### src/rtl/layer_neuron_engine.sv
// rtl/layer_neuron_engine.sv - per-layer neuron MAC engine: stream, accumulate, bias, saturate, hold done
// Define NEURON_RELU_EN to clamp negative results to zero.
module layer_neuron_engine #(
  parameter  int NUM_INPUTS = 784,
  parameter  int DATA_W     = 8,
  parameter  int WEIGHT_W   = 8,
  parameter  int ACC_W      = 32,
  parameter  int OUT_W      = 16,
  localparam int ADDR_W     = $clog2(NUM_INPUTS)
) (
  input  logic                       clk,
  input  logic                       rst_n,
  input  logic                       i_layer_en,
  input  logic                       i_in_valid,
  input  logic [DATA_W-1:0]          i_in_data,
  output logic                       o_in_ready,
  output logic [ADDR_W-1:0]          o_w_addr,
  input  logic signed [WEIGHT_W-1:0] i_w_data,
  input  logic signed [ACC_W-1:0]    i_bias,
  output logic                       o_out_valid,
  output logic signed [OUT_W-1:0]    o_out_data,
  input  logic                       i_out_ready,
  output logic                       o_busy,
  output logic                       o_done
);

  localparam int PROD_W = DATA_W + WEIGHT_W + 1;
  localparam logic [ADDR_W-1:0] LAST_IDX = ADDR_W'(NUM_INPUTS - 1);
  localparam logic signed [ACC_W-1:0] SAT_MAX = {{(ACC_W-OUT_W+1){1'b0}}, {(OUT_W-1){1'b1}}};
  localparam logic signed [ACC_W-1:0] SAT_MIN = {{(ACC_W-OUT_W+1){1'b1}}, {(OUT_W-1){1'b0}}};

  typedef enum logic [2:0] {
    S_IDLE,
    S_ACCUM,
    S_DRAIN,
    S_BIAS,
    S_OUTPUT,
    S_DONE
  } state_t;

  state_t                     r_state;
  state_t                     w_state_next;
  logic [ADDR_W-1:0]          r_count;
  logic signed [ACC_W-1:0]    r_acc;
  logic signed [PROD_W-1:0]   r_prod_r;
  logic                       r_prod_v;
  logic                       w_clear;
  logic                       w_accept;
  logic signed [PROD_W-1:0]   w_prod;
  logic signed [ACC_W-1:0]    w_acc_inc;
  logic signed [OUT_W-1:0]    w_sat;

  always_ff @(posedge clk or negedge rst_n) begin
    if (!rst_n) begin
      r_state <= S_IDLE;
    end else begin
      r_state <= w_state_next;
    end
  end

  // Dropping layer_en anywhere before DONE aborts; in_ready/out_valid are gated so nothing transfers that cycle.
  always_comb begin
    w_state_next = r_state;
    o_in_ready   = 1'b0;
    o_out_valid  = 1'b0;
    w_clear      = 1'b0;
    case (r_state)
      S_IDLE: begin
        w_clear = 1'b1;
        if (i_layer_en) w_state_next = S_ACCUM;
      end
      S_ACCUM: begin
        if (!i_layer_en) begin
          w_state_next = S_IDLE;
          w_clear      = 1'b1;
        end else begin
          o_in_ready = 1'b1;
          if (i_in_valid && (r_count == LAST_IDX)) w_state_next = S_DRAIN;
        end
      end
      S_DRAIN: begin
        if (!i_layer_en) begin
          w_state_next = S_IDLE;
          w_clear      = 1'b1;
        end else begin
          w_state_next = S_BIAS;
        end
      end
      S_BIAS: begin
        if (!i_layer_en) begin
          w_state_next = S_IDLE;
          w_clear      = 1'b1;
        end else begin
          w_state_next = S_OUTPUT;
        end
      end
      S_OUTPUT: begin
        if (!i_layer_en) begin
          w_state_next = S_IDLE;
          w_clear      = 1'b1;
        end else begin
          o_out_valid = 1'b1;
          if (i_out_ready) w_state_next = S_DONE;
        end
      end
      S_DONE: begin
        if (!i_layer_en) w_state_next = S_IDLE;
      end
      default: w_state_next = S_IDLE;
    endcase
  end

  assign w_accept  = i_in_valid && o_in_ready;
  assign w_prod    = PROD_W'($signed({1'b0, i_in_data})) * PROD_W'(i_w_data);
  assign w_acc_inc = (r_prod_v ? ACC_W'(r_prod_r) : '0) + ((r_state == S_BIAS) ? i_bias : '0);

  // The registered product lands in the accumulator one edge after its accept.
  always_ff @(posedge clk or negedge rst_n) begin
    if (!rst_n) begin
      r_count  <= '0;
      r_acc    <= '0;
      r_prod_r <= '0;
      r_prod_v <= 1'b0;
    end else if (w_clear) begin
      r_count  <= '0;
      r_acc    <= '0;
      r_prod_v <= 1'b0;
    end else begin
      r_prod_v <= w_accept;
      r_acc    <= r_acc + w_acc_inc;
      if (w_accept) begin
        r_prod_r <= w_prod;
        r_count  <= r_count + ADDR_W'(1);
      end
    end
  end

  always_comb begin
    if (r_acc > SAT_MAX) begin
      w_sat = SAT_MAX[OUT_W-1:0];
    end else if (r_acc < SAT_MIN) begin
      w_sat = SAT_MIN[OUT_W-1:0];
    end else begin
      w_sat = r_acc[OUT_W-1:0];
    end
`ifdef NEURON_RELU_EN
    if (r_acc[ACC_W-1]) w_sat = '0;
`endif
  end

  assign o_out_data = o_out_valid ? w_sat : '0;
  assign o_w_addr   = r_count;
  assign o_busy     = (r_state != S_IDLE) && (r_state != S_DONE);
  assign o_done     = (r_state == S_DONE);

endmodule

### config.mk
export PLATFORM = sky130hd
export DESIGN_NAME = layer_neuron_engine
export DESIGN_NICKNAME = d
export VERILOG_FILES = /design/src/rtl/layer_neuron_engine.sv
export SDC_FILE = /design/constraint.sdc
export NUM_CORES = 1
export LEC_CHECK = 0
export CAP_MARGIN = 20
export CORE_MARGIN = 2
export CORE_UTILIZATION = 45
export DETAILED_ROUTE_END_ITERATION = 6
export MAX_ROUTING_LAYER = met4
export PLACE_DENSITY = 0.76
export SETUP_SLACK_MARGIN = 0.2
export SYNTH_ARGS = -nofsm -noshare
export SYNTH_HDL_FRONTEND = slang
export SYNTH_SLANG_ARGS = --single-unit
export TNS_END_PERCENT = 20
### constraint.sdc
create_clock -name clk -period 4.5 [get_ports clk]
set_input_delay 1.125 -clock clk [delete_from_list [all_inputs] [get_ports clk]]
set_output_delay 1.125 -clock clk [all_outputs]
set_load 0.01 [all_outputs]
==> metrics.txt, run 1 <==
Final Max Tran Viols=0; via/cell ratio=5.268; number of flops mapped to enable cells by yosys=0; ys async rst share=100.0%; Critical-path top delay cell=fa_2; total grt overflow=0; CTS root buffer=clkbuf_16; Mapped Area=between 7000 and 8000 sq um; Hold Crit Start=r_prod_r[3]; WP buf/inv=3; fillers=approximately 1.4k; initial antenna violation count=0; GRT Overall Usage=21.99%; Area Growth Syn to Fin=25.21%; Post-Layout Cell Count=1166; Netlist cell types=66; Tmin final=4.778 ns; worst hold path type=register to register; crit-path max cell delay=0.59 ns; Fin. Hold Viols=0; aggregate routed wire length=17.62 mm; CTS sink cnt=63; DPL Wire Length=14.34 mm; Ports=83; post-cts hold buffer count=0; R2R Path End=r_acc[29]; vias=6143; violated checks=design-rule violations, negative setup slack; total CTS buffers=9; Top FF cell, synth=dfrtp_1; Die ar.=17210 sq um; Core Area=15830 sq um; Max-Cap Viols=0; Clock Latency Late Sink=between 0.3 and 0.4 ns; reg2reg path depth=15; Die H=131.2 microns; Final Setup Violations=5; peak supply drop=0.0002128 V; Setup CP Type=input pin to register; average size of a mapped cell=between 8 and 9 sq um; total power=3.546 mW; Post-Place Cells=1145; status=finished, violations left; FF-to-FF setup slack=0.61 ns; Setup crit start kind=input pin; Die X=roughly 130 microns; Pre-Repair DR Iteration Count=7; DR WL/cell=15.11 microns; Clock H-tree levels=3; RSZ-0062 raised after global routing=yes; sequential share of the synthesized area=21.65%; #FFs+latches synth=63; clock skew=0.01139 ns; pre-CTS setup slack=-1.186 ns; CP Data Required Time=4.71 ns; CP most frequent cell=fa_1; power density of the placed cells=slightly below 400 nW/um^2; global-route wire length before repair=30.13 mm; hold path depth=2; Slew @ Worst Pin=0.8585 ns; Leak Pwr=between 4 and 5 nW; Clock transition at path regs=0.06 ns; Starting Density=46.00%; slew margin rel.=42.77%; Clock Tree Buf Depth=2; CP Max Fanout=4; antenna-violating nets left=0; layout cells sized above 1=15.05%; IO Port Bufs=82; crit path DAT=4.99 ns; crit share post-route=106.2%; placement row count=46; Syn. warnings=0; worst-path cell chain=buf_4 -> and2_4 -> fa_2 -> fa_1 -> fa_1 -> inv_2 -> fa_1 -> inv_1 -> ha_2 -> or3_1 -> o221a_4 -> o41ai_4 -> o21ai_1 -> xnor2_1 -> o21ai_1; fmax=roughly 210 MHz; Worst path top cell family by delay=adder cells; fin nets=1141; largest net degree at the start of global routing=37; vias in the first global route=6167; hold slack=0.4700 ns; total nets after synthesis=1011; ANT cells=0; Residual DRC=7; GP Congestion=0.9409; r2r startpoint=r_state[2]; Gate Count Post-Synth=slightly above 800; Final Worst Setup Slack=-0.2780 ns; CTS tree=built; crit end category=register; Worst Hold End=r_prod_r[3]; initial drt markers=465
-- flip-flops by register name, indices dropped and copies added, names as in the netlist --
register,count
o_w_addr,10
r_acc,32
r_prod_r,17
r_prod_v,1
r_state,3
-- worst register-to-register path, stage by stage, from the launching register on --
cell	delay, ns
dfrtp_1	0.43
nand2b_1	0.21
nor2_1	0.11
buf_4	0.30
and2_1	0.19
fa_1	0.42
ha_1	0.26
inv_1	0.09
fa_1	0.19
nand2b_1	0.14
a21o_1	0.16
a21oi_2	0.07
o31ai_1	0.70
a2111oi_2	0.19
o21a_1	0.21
nor3_1	0.13
-- metrics by stage --
step	setup TNS (ns)	cell area, sq um	utilization (%)
after floorplan	-0.9134	7332	-
after detailed placement	-9.553	8731	55.16
after global placement	-8.822	8731	55.16
after CTS	-0.9670	9076	57.34
after global routing	-1.550	9116	57.60
final	-0.7359	9116	57.60
-- layer usage --
| layer | up-vias | share of wire, % | track usage, % |
|---|---|---|---|
| li1 | 3008 | - | - |
| met3 | 26 | 3.7 | 3.511 |
| met4 | 0 | 1.7 | 5.314 |
| met2 | 133 | 50 | 37.31 |
| met1 | 2976 | 44 | 27.71 |
| met5 | - | 0 | - |
-- cell usage after synthesis, types with 4 or more instances --
| cell | instances | area [sq um] |
|---|---|---|
| inv_1 | 64 | 240.2 |
| o31a_1 | 5 | 43.79 |
| a211oi_1 | 8 | 60.06 |
| nand3_1 | 11 | 55.05 |
| clkbuf_1 | 14 | 52.55 |
| nand2_1 | 75 | 281.5 |
| o21bai_1 | 4 | 30.03 |
| nand4_1 | 12 | 75.07 |
| fa_1 | 69 | 1381 |
| and2_1 | 91 | 569.3 |
| nor2_1 | 88 | 330.3 |
| o21a_1 | 11 | 82.58 |
| dfrtp_1 | 63 | 1577 |
| o21ai_1 | 4 | 20.02 |
| ha_1 | 74 | 925.9 |
| and3_1 | 7 | 43.79 |
| nand2b_1 | 14 | 87.58 |
| mux2i_1 | 4 | 40.04 |
| a21oi_1 | 31 | 155.2 |
| xor2_1 | 20 | 175.2 |
| nor3_1 | 15 | 75.07 |
| xnor2_1 | 20 | 175.2 |
| o21ai_0 | 32 | 160.2 |
| nor4_1 | 5 | 31.28 |
| a21o_1 | 18 | 135.1 |
-- placed cells by master (no fill, tap or decap), types with 10 or more instances in the layout --
cell,n
nor2_1,85
buf_4,58
xor2_1,20
nor3_1,15
clkdlybuf4s50_1,65
nand3_1,11
xnor2_1,19
o21ai_0,25
ha_1,69
a21o_1,18
o21ai_1,10
nand4_1,12
fa_1,65
and2_1,82
o21a_1,11
a21oi_1,30
nand2b_1,13
inv_1,58
dfrtp_1,63
nand2_1,72
and2_4,10
-- power breakdown --
part	internal [mW]	switching, mW
Combinational	0.948	1.12
Sequential	0.698	0.113
Clock	0.377	0.286
-- layout make-up --
type / count / area, sq um / share of cell area [%]
multi-input cells: 668 / 5534 / 60.71
flip-flops and latches: 63 / 1577 / 17.29
repair buffers: 138 / 1205 / 13.22
well taps: 216 / 270.3 / 2.965
inverters: 65 / 247.7 / 2.718
clock buffers: 9 / 225.2 / 2.470
clock inverters: 7 / 57.56 / 0.6313
-- worst max-delay path by stage --
stage                 startpoint      endpoint  slack [ns]  depth (start not counted)
floorplan            i_w_data[7]  r_prod_r[16]       -0.39                         15
CTS                 i_in_data[4]  r_prod_r[16]       -0.34                         16
global route        i_in_data[0]  r_prod_r[16]       -0.40                         19
detailed placement   i_w_data[4]  r_prod_r[16]       -1.19                         17
finish              i_in_data[7]  r_prod_r[16]       -0.28                         15
global placement    i_in_data[3]  r_prod_r[16]       -1.12                         16
-- logic make-up (layout without fill, tap and decap cells) --
kind of cell | after synthesis | in the layout | share of synthesized area [%]
AND/OR/NAND/NOR | 333 | 333 | 22.96
AO/OA/AOI/OAI | 147 | 147 | 13.82
adder cells (fa/ha/maj) | 143 | 143 | 31.69
buffers and inverters | 84 | 219 | 4.365
flip-flops | 63 | 63 | 21.65
XOR/XNOR | 40 | 40 | 4.812
multiplexers | 5 | 5 | 0.7046
-- timing repair --
item                       4_1_cts  5_1_grt
pin swaps                       25       15
setup buffers                    4        1
setup endpoints to repair       12       10
resized for setup              101       13
Note: power is estimated with default switching activity, not from simulation.
==> run 2, diff against run 1 <==
--- a/config.mk
+++ b/config.mk
@@ -6,7 +6,7 @@
 export NUM_CORES = 1
 export LEC_CHECK = 0
 export CAP_MARGIN = 20
-export CORE_MARGIN = 2
+export CORE_MARGIN = 3
 export CORE_UTILIZATION = 45
 export DETAILED_ROUTE_END_ITERATION = 6
 export MAX_ROUTING_LAYER = met4
==> run 2 against run 1 <==
Compared with the run above: the run ends with negative setup slack left; first-iteration DRC count shrank 11%; clock skew shrank 0.00091 ns; total power grew 3.5%.
==> metrics.txt, run 2 (synthesis gave the netlist of run 1 again) <==
status=finished, violations left; violated checks=negative setup slack; total grt overflow=0; CP Max Fanout=6; global-route wire length before repair=30.45 mm; initial antenna violation count=0; Core Area=15540 sq um; initial drt markers=413; Final Max Tran Viols=0; vias in the first global route=about 6.4k; aggregate routed wire length=17.89 mm; Die ar.=17740 sq um; commonest non-fill, non-tap cells in the layout=83 x nor2_1, 81 x and2_1, 75 x nand2_1, 68 x ha_1, 67 x buf_4; DR WL/cell=15.31 microns; Tmin final=4.842 ns; CTS sink cnt=63; Max-Cap Viols=0; GRT Overall Usage=21.49%; Die H=133.2 microns; max reg flops=32; Final Setup Violations=6; Fin. Hold Viols=0; crit share post-route=107.6%; Clock Tree Buf Depth=2; total CTS buffers=9; Area Growth Syn to Fin=26.31%; power density of the placed cells=399.1 nW/um^2; WL met2=just under 9 mm; Die X=133.2 microns; largest net degree at the start of global routing=37; worst hold path type=register to register; slew margin rel.=between 40% and 50%; post-cts hold buffer count=0; via/cell ratio=5.282; clock skew=0.01047 ns; vias=6169; crit path DAT=just over 5 ns; crit end category=register; Setup CP Type=input pin to register; Starting Density=a little under half; CTS tree=built; ANT cells=0; RSZ-0062 raised after global routing=yes; Pre-Repair DR Iteration Count=5; placement row count=45; Slew @ Worst Pin=between 0.8 and 0.9 ns; Final Worst Setup Slack=-0.3416 ns; Setup crit start kind=input pin; peak supply drop=0.0001886 V; antenna-violating nets left=0; met3 wire length=694 microns; CTS root buffer=clkbuf_16; fin nets=1148; CP Data Required Time=approximately 4.7 ns; Residual DRC=0; Largest Register=r_acc; M1 wire length=8.013 mm; Clock H-tree levels=3; DPL Wire Length=14.56 mm; Clock Latency Late Sink=0.33 ns; commonest non-fill, non-tap cell in the layout=nor2_1; Ports=83; hold slack=~0.47 ns; pre-CTS setup slack=-1.213 ns; Clock transition at path regs=0.05 ns; Leak Pwr=roughly 4.5 nW; GP Congestion=~0.95; fmax=206.5 MHz; layout cells sized above 1=15.99%; uppermost layer routed=met4; IO Port Bufs=82; total power=3.670 mW
-- run 2: critical path, stage by stage --
cell and delay (ns):
buf_8 0.11, buf_6 0.11, and2_4 0.13, fa_1 0.55, fa_1 0.42, fa_1 0.50
inv_2 0.04, fa_1 0.54, inv_2 0.05, ha_4 0.15, or3_4 0.33, o221a_4 0.26
o41ai_4 0.33, buf_4 0.16, xor2_1 0.15, o21ai_1 0.08
-- run 2: worst paths after layout --
check                             start      endpoint  slack, ns  depth (start not counted)
min in group asynchronous         rst_n    r_state[1]       0.88                          1
max                        i_in_data[3]  r_prod_r[14]      -0.34                         16
max in group asynchronous         rst_n      r_acc[5]       2.86                          2
max reg2reg                  r_state[2]     r_acc[21]       0.63                         15
min reg2reg                 r_prod_r[1]   r_prod_r[1]       0.47                          2
min                         r_prod_r[1]   r_prod_r[1]       0.47                          2
-- run 2: layout make-up --
type	count	area [sq um]
clock buffers	10	229.0
clock inverters	6	85.08
fillers	1386	6344
inverters	65	247.7
multi-input cells	668	5543
flip-flops and latches	63	1577
well taps	211	264.0
repair buffers	145	1251
-- run 2: power breakdown --
group | internal, mW | leakage, nW | switching (mW)
registers | 0.699 | 0.850 | 0.115
logic | 0.968 | 3.50 | 1.14
clock network | 0.483 | 0.148 | 0.261
-- run 2: stage by stage --
stage / util (%) / setup TNS (ns) / instances / instance area (sq um)
finish: 59.18 / -0.9744 / 1168 / 9196
global route: 59.18 / -2.073 / 1168 / 9196
CTS: 58.77 / -0.9807 / 1166 / 9133
detailed placement: 56.38 / -9.462 / 1145 / 8762
global placement: 56.38 / -8.934 / 1145 / 8762
floorplan: - / -0.9134 / 815 / 7332
-- run 2: timing repair --
item,4_1_cts,5_1_grt
resized for setup,94,19
setup endpoints to repair,12,11
cloned,0,0
pin swaps,20,20
setup buffers,5,2
-- run 2: layer usage --
metal	vias to the layer above	track usage, %
met2	152	36.63
met3	19	2.870
met5	-	-
li1	3027	-
met4	0	5.029
met1	2971	27.38
